$ cat config.mk
export PLATFORM = sky130hd
export DESIGN_NAME = sdram_arbiter
export DESIGN_NICKNAME = d
export VERILOG_FILES = /design/src/rtl/sdram_arbiter.sv
export SDC_FILE = /design/constraint.sdc
export NUM_CORES = 1
export LEC_CHECK = 0
export ABC_AREA = 1
export ABC_CLOCK_PERIOD_IN_PS = 1460
export BUFFER_PORTS_ARGS = -buffer_cell sky130_fd_sc_hd__buf_4
export CORE_MARGIN = 2
export CORE_UTILIZATION = 46
export CTS_BUF_LIST = sky130_fd_sc_hd__clkbuf_4 sky130_fd_sc_hd__clkbuf_8
export CTS_CLUSTER_DIAMETER = 100
export DETAILED_ROUTE_END_ITERATION = 10
export PLACE_DENSITY = 0.75
export SYNTH_ARGS = -nofsm -noshare
export SYNTH_HDL_FRONTEND = slang
export SYNTH_SLANG_ARGS = --single-unit
$ cat constraint.sdc
create_clock -name clk -period 1.46 [get_ports clk]
set_input_delay 0.219 -clock clk [delete_from_list [all_inputs] [get_ports clk]]
set_output_delay 0.219 -clock clk [all_outputs]
set_load 0.01 [all_outputs]
$ cat src/rtl/sdram_arbiter.sv
// -----------------------------------------------------------------------------
// sdram_arbiter
//
// Two-port request arbiter and refresh scheduler in front of the SDRAM
// controller. Port A (video/DMA) and port B (CPU) share the controller's
// single cs/we/addr/ds/din interface in fixed 8-cycle slots (s = 0..7).
// Periodic auto-refresh slots are inserted from a free-running timer.
//
// Grant priority at slot start: pending refresh > port A > port B.
// The grant is made while idle, or in the s=7 cycle of the current slot.
// A fully loaded bus therefore runs one slot every 8 cycles.
//
// Slot timeline (registered outputs):
//   s=0..4  ram_cs high (rises on entry to s=0, falls on entry to s=5)
//   s=5     ram_dout captured into the owner's dout on the edge leaving s=5
//   s=6     owner's ack high for one cycle
//   s=7     next grant decided
//
// Ports:
//   clk, reset_n            clock, synchronous active-low reset
//   ram_ready               controller initialised; gates slot starts only
//   ram_cs, ram_refresh     controller strobe / refresh-slot marker
//   ram_we, ram_addr,       request fields of the slot owner, held for the
//   ram_ds, ram_din         whole slot
//   ram_dout                read data from the controller
//   {a,b}_req/we/addr/ds/din  port requests (level, held until ack)
//   {a,b}_ack               one-cycle completion pulse at s=6
//   {a,b}_dout              read data, valid from the ack cycle, then held
// -----------------------------------------------------------------------------
module sdram_arbiter #(
  parameter int unsigned REFRESH_CYCLES = 250
) (
  input  logic        clk,
  input  logic        reset_n,
  input  logic        ram_ready,
  output logic        ram_cs,
  output logic        ram_refresh,
  output logic        ram_we,
  output logic [21:0] ram_addr,
  output logic [1:0]  ram_ds,
  output logic [15:0] ram_din,
  input  logic [15:0] ram_dout,
  input  logic        a_req,
  input  logic        a_we,
  input  logic [21:0] a_addr,
  input  logic [1:0]  a_ds,
  input  logic [15:0] a_din,
  output logic        a_ack,
  output logic [15:0] a_dout,
  input  logic        b_req,
  input  logic        b_we,
  input  logic [21:0] b_addr,
  input  logic [1:0]  b_ds,
  input  logic [15:0] b_din,
  output logic        b_ack,
  output logic [15:0] b_dout
);

  typedef enum logic {
    ST_IDLE,
    ST_SLOT
  } state_t;

  typedef enum logic [1:0] {
    SRC_NONE,
    SRC_REF,
    SRC_A,
    SRC_B
  } src_t;

  localparam logic [15:0] REF_RELOAD = 16'(REFRESH_CYCLES - 1);

  state_t      state, state_n;
  logic [2:0]  s, s_n;
  src_t        sel;
  src_t        owner;
  logic        slot_end;
  logic        start;
  logic        tick;
  logic        ref_grant;
  logic [15:0] ref_cnt;
  logic [1:0]  pending;

  // ---------------------------------------------------------------------------
  // Grant selection and slot sequencing
  // ---------------------------------------------------------------------------
  always_comb begin
    // NOTE: every output of this block is given a default before any branch,
    // so no path can leave one unassigned and infer a latch.
    sel      = SRC_NONE;
    state_n  = state;
    s_n      = s;
    start    = 1'b0;
    slot_end = (state == ST_SLOT) && (s == 3'd7);

    if (pending != 2'd0)
      sel = SRC_REF;
    else if (a_req)
      sel = SRC_A;
    else if (b_req)
      sel = SRC_B;

    // Deciding in s=7 lets back-to-back slots run without an idle gap.
    if (ram_ready && (state == ST_IDLE || slot_end) && sel != SRC_NONE)
      start = 1'b1;

    if (start) begin
      state_n = ST_SLOT;
      s_n     = 3'd0;
    end else if (slot_end) begin
      state_n = ST_IDLE;
      s_n     = 3'd0;
    end else if (state == ST_SLOT) begin
      s_n = s + 3'd1;
    end
  end

  assign ref_grant = start && (sel == SRC_REF);
  assign tick      = (ref_cnt == 16'd0);

  always_ff @(posedge clk) begin
    // NOTE: sequential state uses non-blocking assignments so every register
    // samples the pre-edge values, independent of statement order.
    if (!reset_n) begin
      state <= ST_IDLE;
      s     <= 3'd0;
    end else begin
      state <= state_n;
      s     <= s_n;
    end
  end

  // ---------------------------------------------------------------------------
  // Controller-side request registers, ack pulses and read capture
  // ---------------------------------------------------------------------------
  always_ff @(posedge clk) begin
    if (!reset_n) begin
      owner       <= SRC_NONE;
      ram_cs      <= 1'b0;
      ram_refresh <= 1'b0;
      ram_we      <= 1'b0;
      ram_addr    <= '0;
      ram_ds      <= '0;
      ram_din     <= '0;
      a_ack       <= 1'b0;
      b_ack       <= 1'b0;
      a_dout      <= '0;
      b_dout      <= '0;
    end else begin
      a_ack <= 1'b0;
      b_ack <= 1'b0;

      if (start) begin
        owner       <= sel;
        ram_cs      <= 1'b1;
        ram_refresh <= (sel == SRC_REF);
        case (sel)
          SRC_REF: begin
            // Address and write data are don't-care; keep them unchanged.
            ram_we <= 1'b0;
            ram_ds <= 2'b00;
          end
          SRC_A: begin
            ram_we   <= a_we;
            ram_addr <= a_addr;
            ram_ds   <= a_ds;
            ram_din  <= a_din;
          end
          SRC_B: begin
            ram_we   <= b_we;
            ram_addr <= b_addr;
            ram_ds   <= b_ds;
            ram_din  <= b_din;
          end
          default: ;
        endcase
      end else begin
        // Dropping cs for s=5..7 guarantees a fresh rising edge next slot.
        if (state == ST_SLOT && s == 3'd4)
          ram_cs <= 1'b0;
        if (slot_end)
          ram_refresh <= 1'b0;
      end

      // Controller has data on its bus during s=5; capture on leaving it.
      if (state == ST_SLOT && s == 3'd5) begin
        case (owner)
          SRC_A: begin
            a_ack <= 1'b1;
            if (!ram_we)
              a_dout <= ram_dout;
          end
          SRC_B: begin
            b_ack <= 1'b1;
            if (!ram_we)
              b_dout <= ram_dout;
          end
          default: ;
        endcase
      end
    end
  end

  // ---------------------------------------------------------------------------
  // Refresh timer and pending-refresh count (saturates at 3)
  // ---------------------------------------------------------------------------
  always_ff @(posedge clk) begin
    if (!reset_n) begin
      ref_cnt <= REF_RELOAD;
      pending <= 2'd0;
    end else begin
      ref_cnt <= tick ? REF_RELOAD : ref_cnt - 16'd1;
      // A tick and a refresh grant in the same cycle cancel out.
      case ({tick, ref_grant})
        2'b10:   if (pending != 2'd3) pending <= pending + 2'd1;
        2'b01:   pending <= pending - 2'd1;
        default: ;
      endcase
    end
  end

endmodule

# Word-level counts from Yosys, hierarchy flattened
# Index checks and enable logic that the tools add are counted.
[totals]
out_inout_bits = 77
latchBits = 0
mem_bits_rw = 0
register_bits = 101
mem_count = 0
rom_bits = 0
[classes]
add_sub_neg = 4
reduce_logical = 23
muxes = 17
order_cmp = 0
n_bitwise = 3
n_eq_ne = 12
n_mul = 0
div_mod_pow = 0
n_shift = 0
[ops]
columns = ["op", "count"]
rows = [
  ["22-bit one-hot mux with 2 select lines", 1],
  ["16-bit one-hot mux with 2 select lines", 1],
  ["16-bit logical NOT", 1],
  ["16-bit by 1-bit subtractor with 16-bit output, second input constant", 1],
  ["2-bit nonzero test", 6],
  ["2-bit == test, second input constant", 5],
  ["3-bit == test, second input constant", 3],
  ["1-bit two-way mux", 8],
  ["2-bit two-way mux", 4],
  ["2-bit AND reduction", 4],
  ["1-bit logical AND", 6],
  ["2-bit one-hot mux with 3 select lines", 1],
  ["3-bit AND reduction", 2],
  ["2-bit by 1-bit == test with 1-bit output, second input constant", 2],
  ["2-bit != test, second input constant", 2],
  ["2-bit one-hot mux with 2 select lines", 1],
  ["3-bit by 1-bit adder with 3-bit output, second input constant", 1],
  ["1-bit NOT", 3],
  ["1-bit one-hot mux with 3 select lines", 1],
  ["3-bit nonzero test", 1],
  ["3-bit OR reduction", 1],
  ["2-bit by 1-bit adder with 2-bit output, second input constant", 1],
  ["2-bit OR reduction", 1],
  ["2-bit by 1-bit subtractor with 2-bit output, second input constant", 1],
  ["1-bit logical OR", 1],
]

# Logic depth before layout (Yosys ltp)
[logic_depth]
word_depth = 10
ltp_mapped = 10

# Worst setup path after synthesis
# Ideal clock, no wire load.
[synth_timing]
kind = "register -> register"
startpoint = "register s[0]"
endpoint = "register ram_addr[0]"
stages_incl_launch_ff = 11
n_path_buf = 1
slack_ns = -0.073
setup_ns = 0.132
arrival_time_ns = 1.400
path_cell_list = "dfxtp_1 > ha_1 > ha_1 > inv_1 > nand2_1 > nand3_4 > inv_4 > nand3_2 > buf_4 > nand2_1 > a21oi_1"
[synth_via]
elab_chain_cells = 7
[synth_rtl]
columns = ["element", "line_no", "rtl"]
rows = [
  ["from (decl)", "74", "logic [2:0] s, s_n;"],
  ["from (signal assigned)", "129", "s <= s_n;"],
  ["3-bit == test", "94", "slot_end = (state == ST_SLOT) && (s == 3'd7);"],
  ["1-bit logical AND", "94", ""],
  ["1-bit logical OR", "104", "if (ram_ready && (state == ST_IDLE || slot_end) && sel != SRC_NONE)"],
  ["1-bit logical AND (2 in a row)", "104", ""],
  ["1-bit two-way mux", "104", ""],
  ["2-bit AND reduction (no source line)", "-", ""],
  ["to (signal assigned)", "165", "ram_addr <= a_addr;"],
  ["to (signal assigned)", "171", "ram_addr <= b_addr;"],
  ["to (decl)", "39", "output logic [21:0] ram_addr,"],
]
# Every way passes these cells.
# A chain may end at the register's enable or synchronous reset.

# Worst setup path after layout
[layout_timing]
startpoint = "register s[0]"
endpoint = "register b_dout[6]"
[layout_via]
elab_chain_cells = 3
[layout_rtl]
columns = ["element", "line_no", "rtl"]
rows = [
  ["3-bit == test", "186", "if (state == ST_SLOT && s == 3'd5) begin"],
  ["1-bit logical AND", "186", ""],
  ["3-bit AND reduction (no source line)", "-", ""],
  ["to (signal assigned)", "196", "b_dout <= ram_dout;"],
  ["to (decl)", "56", "output logic [15:0] b_dout"],
]
# Every way passes these cells.

==> results.json <==
{
  "status": "complete, but fails checks",
  "violations": "setup timing",
  "utilization": 0.719,
  "grt_pass1_vias": 4681,
  "comb_power_share": 0.201,
  "drive_above_1_share": 0.389,
  "clkLatencyLatePin_ps": 360,
  "nets": 933,
  "async_flop_share": 0,
  "first_iter_violations": 182,
  "wire_per_inst_um": 14.4,
  "syn_inst": 632,
  "p_leak_nw": 3.09,
  "min_period_ps": 1550,
  "grt_max_degree": 43,
  "via_count": 5031,
  "place_inst": 929,
  "first_pass_iters": 5,
  "areaGrowthSynthToFinish_pct": 52.7,
  "synth_warnings": 0,
  "synth-edff-count": 0,
  "grt_antenna_before_repair": 0,
  "finalWeightedCongestion": 0.817,
  "avgSynthCellArea_um2": 7.25,
  "die_area_um2": 10800,
  "cap_viol_max_count": 0,
  "tritoncts": "yes",
  "clkTransAtPathRegs_ps": 100,
  "slew_viol_final": 0,
  "cp_cell_sequence": "buf_4, ha_1, and3_4, nand4_4, buf_6, o21ai_1, nor2_1",
  "p_clk_frac": 0.299,
  "synth_cell_type_count": 33,
  "cts_buffer_depth": 2,
  "ir_drop_v": 0.000452,
  "via_per_inst": 5.24,
  "fin_area_um2": 7000,
  "hold_path_class": "in2reg",
  "root_buffer": "clkbuf_8",
  "place_area_um2": 6130,
  "path_max_fanout": 10,
  "htree_levels": 3,
  "fin_skew_ps": 19.0,
  "core-area_um2": 9730,
  "ant_nets": 0,
  "cp_num_buf_inv": 2,
  "synthFlopType": "dfxtp_1",
  "dp_hpwl_um": 9250,
  "relSlewSlack": 0.658,
  "ys_seq_area_frac": 0.441,
  "fmax_mhz": 645,
  "critPathCaptureType": "flip-flop",
  "die_w_um": 104,
  "slowest_stage": "dfxtp_2",
  "final.period_utilization": 1.06,
  "whs_ps": 94.1,
  "worstSetupPathType": "reg2reg",
  "cp.arrival_ps": 1800,
  "drc": 0,
  "wl_um": 13800,
  "start_kind": "flip-flop",
  "io_pins": 180,
  "finalSetupViolCount": 54,
  "stdcell_count": 960,
  "swShare": 0.275,
  "worst_slew_pin_slew_ps": 513,
  "place_ws_ps": -102,
  "finalPower_mw": 5.89,
  "syn-num-nets": 741,
  "fp-row-count": 36,
  "grt_pass1_wl_um": 21800,
  "critPathMaxStageDelay_ps": 360,
  "cp.required_ps": 1710,
  "crit_family": "simple AND/OR/NAND/NOR gates",
  "grt_usage": 0.243,
  "start_util": 0.471,
  "ys_ff_latch": 101,
  "p_sw_mw": 1.62,
  "cts_made_buffers": 9,
  "die_height_um": 104,
  "p_per_area_nw_per_um2": 842,
  "numPortBuffers": 179,
  "n_antenna_cell": 0,
  "hold_viol_final": 0,
  "synthesis.area_um2": 4580,
  "rsz0062_at_grt": "yes",
  "tns_ps": -2670,
  "fin_ws_ps": -89.9,
  "power_frac_seq": 0.500,
  "cts_sinks": 101,
  "intPower_mw": 4.27,
  "overflow": 0
}
-- cell type report --
cell class,count,area [µm²]
Clock inverter,5,60.1
Inverter,40,164
Clock buffer,9,124
Multi-Input combinational cell,448,2480
Timing Repair Buffer,224,1980
Tap cell,133,166
Fill cell,760,2730
Sequential cell,101,2030
-- per-layer routing --
| layer | share of wire | GRT usage |
|---|---|---|
| met5 | 0 | 0 |
| met4 | 0.024 | 0.0811 |
| met3 | 0.065 | 0.0529 |
| met2 | 0.51 | 0.430 |
| met1 | 0.41 | 0.291 |
-- cell usage after synthesis (10+ instances only) --
cell / number / share of area
a21oi_1: 68 / 0.074
buf_2: 14 / 0.015
buf_4: 10 / 0.016
clkbuf_1: 12 / 0.0098
dfxtp_1: 101 / 0.44
inv_1: 37 / 0.030
nand2_1: 144 / 0.12
nand3_1: 59 / 0.064
nand4_1: 39 / 0.053
nor2_1: 66 / 0.054
o21ai_0: 33 / 0.036
-- registers in the layout, summed over array words and instances, names as in the netlist --
name / count
ram_addr: 22
a_dout: 16
b_dout: 16
ram_din: 16
ref_cnt: 16
s: 3
owner: 2
pending: 2
ram_ds: 2
a_ack: 1
b_ack: 1
ram_cs: 1
ram_refresh: 1
ram_we: 1
state: 1
-- power by group through the flow --
stage | registers (mW) | logic, mW | clock network (mW)
final | 2.95 | 1.18 | 1.76
after global routing | 2.96 | 1.28 | 1.90
after CTS | 2.94 | 1.11 | 1.75
after detailed placement | 2.99 | 0.917 | 0
after global placement | 2.98 | 0.901 | 0
after floorplan | 3.01 | 0.421 | 0
-- layout by cell type, fill, tap and decap left out, types with 11 or more instances in the layout --
cell type | netlist | final
o21ai_1 | 6 | 20
a21oi_1 | 68 | 60
inv_1 | 37 | 33
nor2_1 | 66 | 60
nand2_1 | 144 | 110
buf_4 | 10 | 197
dfxtp_1 | 101 | 98
o21ai_2 | 0 | 13
nand2_2 | 1 | 25
nand3_1 | 59 | 57
nand4_1 | 39 | 39
nand2_4 | 1 | 11
-- kinds of logic after synthesis --
logic type / Yosys count / synth area share
AND/OR/NAND/NOR: 323 / 0.318
XOR/XNOR: 6 / 0.0115
multiplexers: 1 / 0.00218
flip-flops: 101 / 0.441
AO/OA/AOI/OAI: 112 / 0.124
buffers and inverters: 83 / 0.0871
adder cells (fa/ha/maj): 6 / 0.0164
-- path summary, 6_finish.rpt --
kind	from	to	slack, ps	cells after the start
setup reg to reg	s[0]	b_dout[6]	-90	7
hold / removal	ram_dout[1]	b_dout[1]	90	3
hold reg to reg	ref_cnt[0]	ref_cnt[0]	430	1
setup / recovery	s[0]	b_dout[6]	-90	7
-- what timing repair did --
item,CTS,global route
setup endpoints to repair,72,84
endpoints found under the hold margin,0,0
cloned,6,2
buffers inserted,9,3
hold buffers,0,0
pin swaps,32,8
gates resized for setup,75,70
-- tightest hold or removal path: cells and delay by family --
family / cells / cell delay (ps)
AO/OA/AOI/OAI: 1 / 50
buffers and inverters: 1 / 90
AND/OR/NAND/NOR: 1 / 60
(Power assumes the default switching activity.)
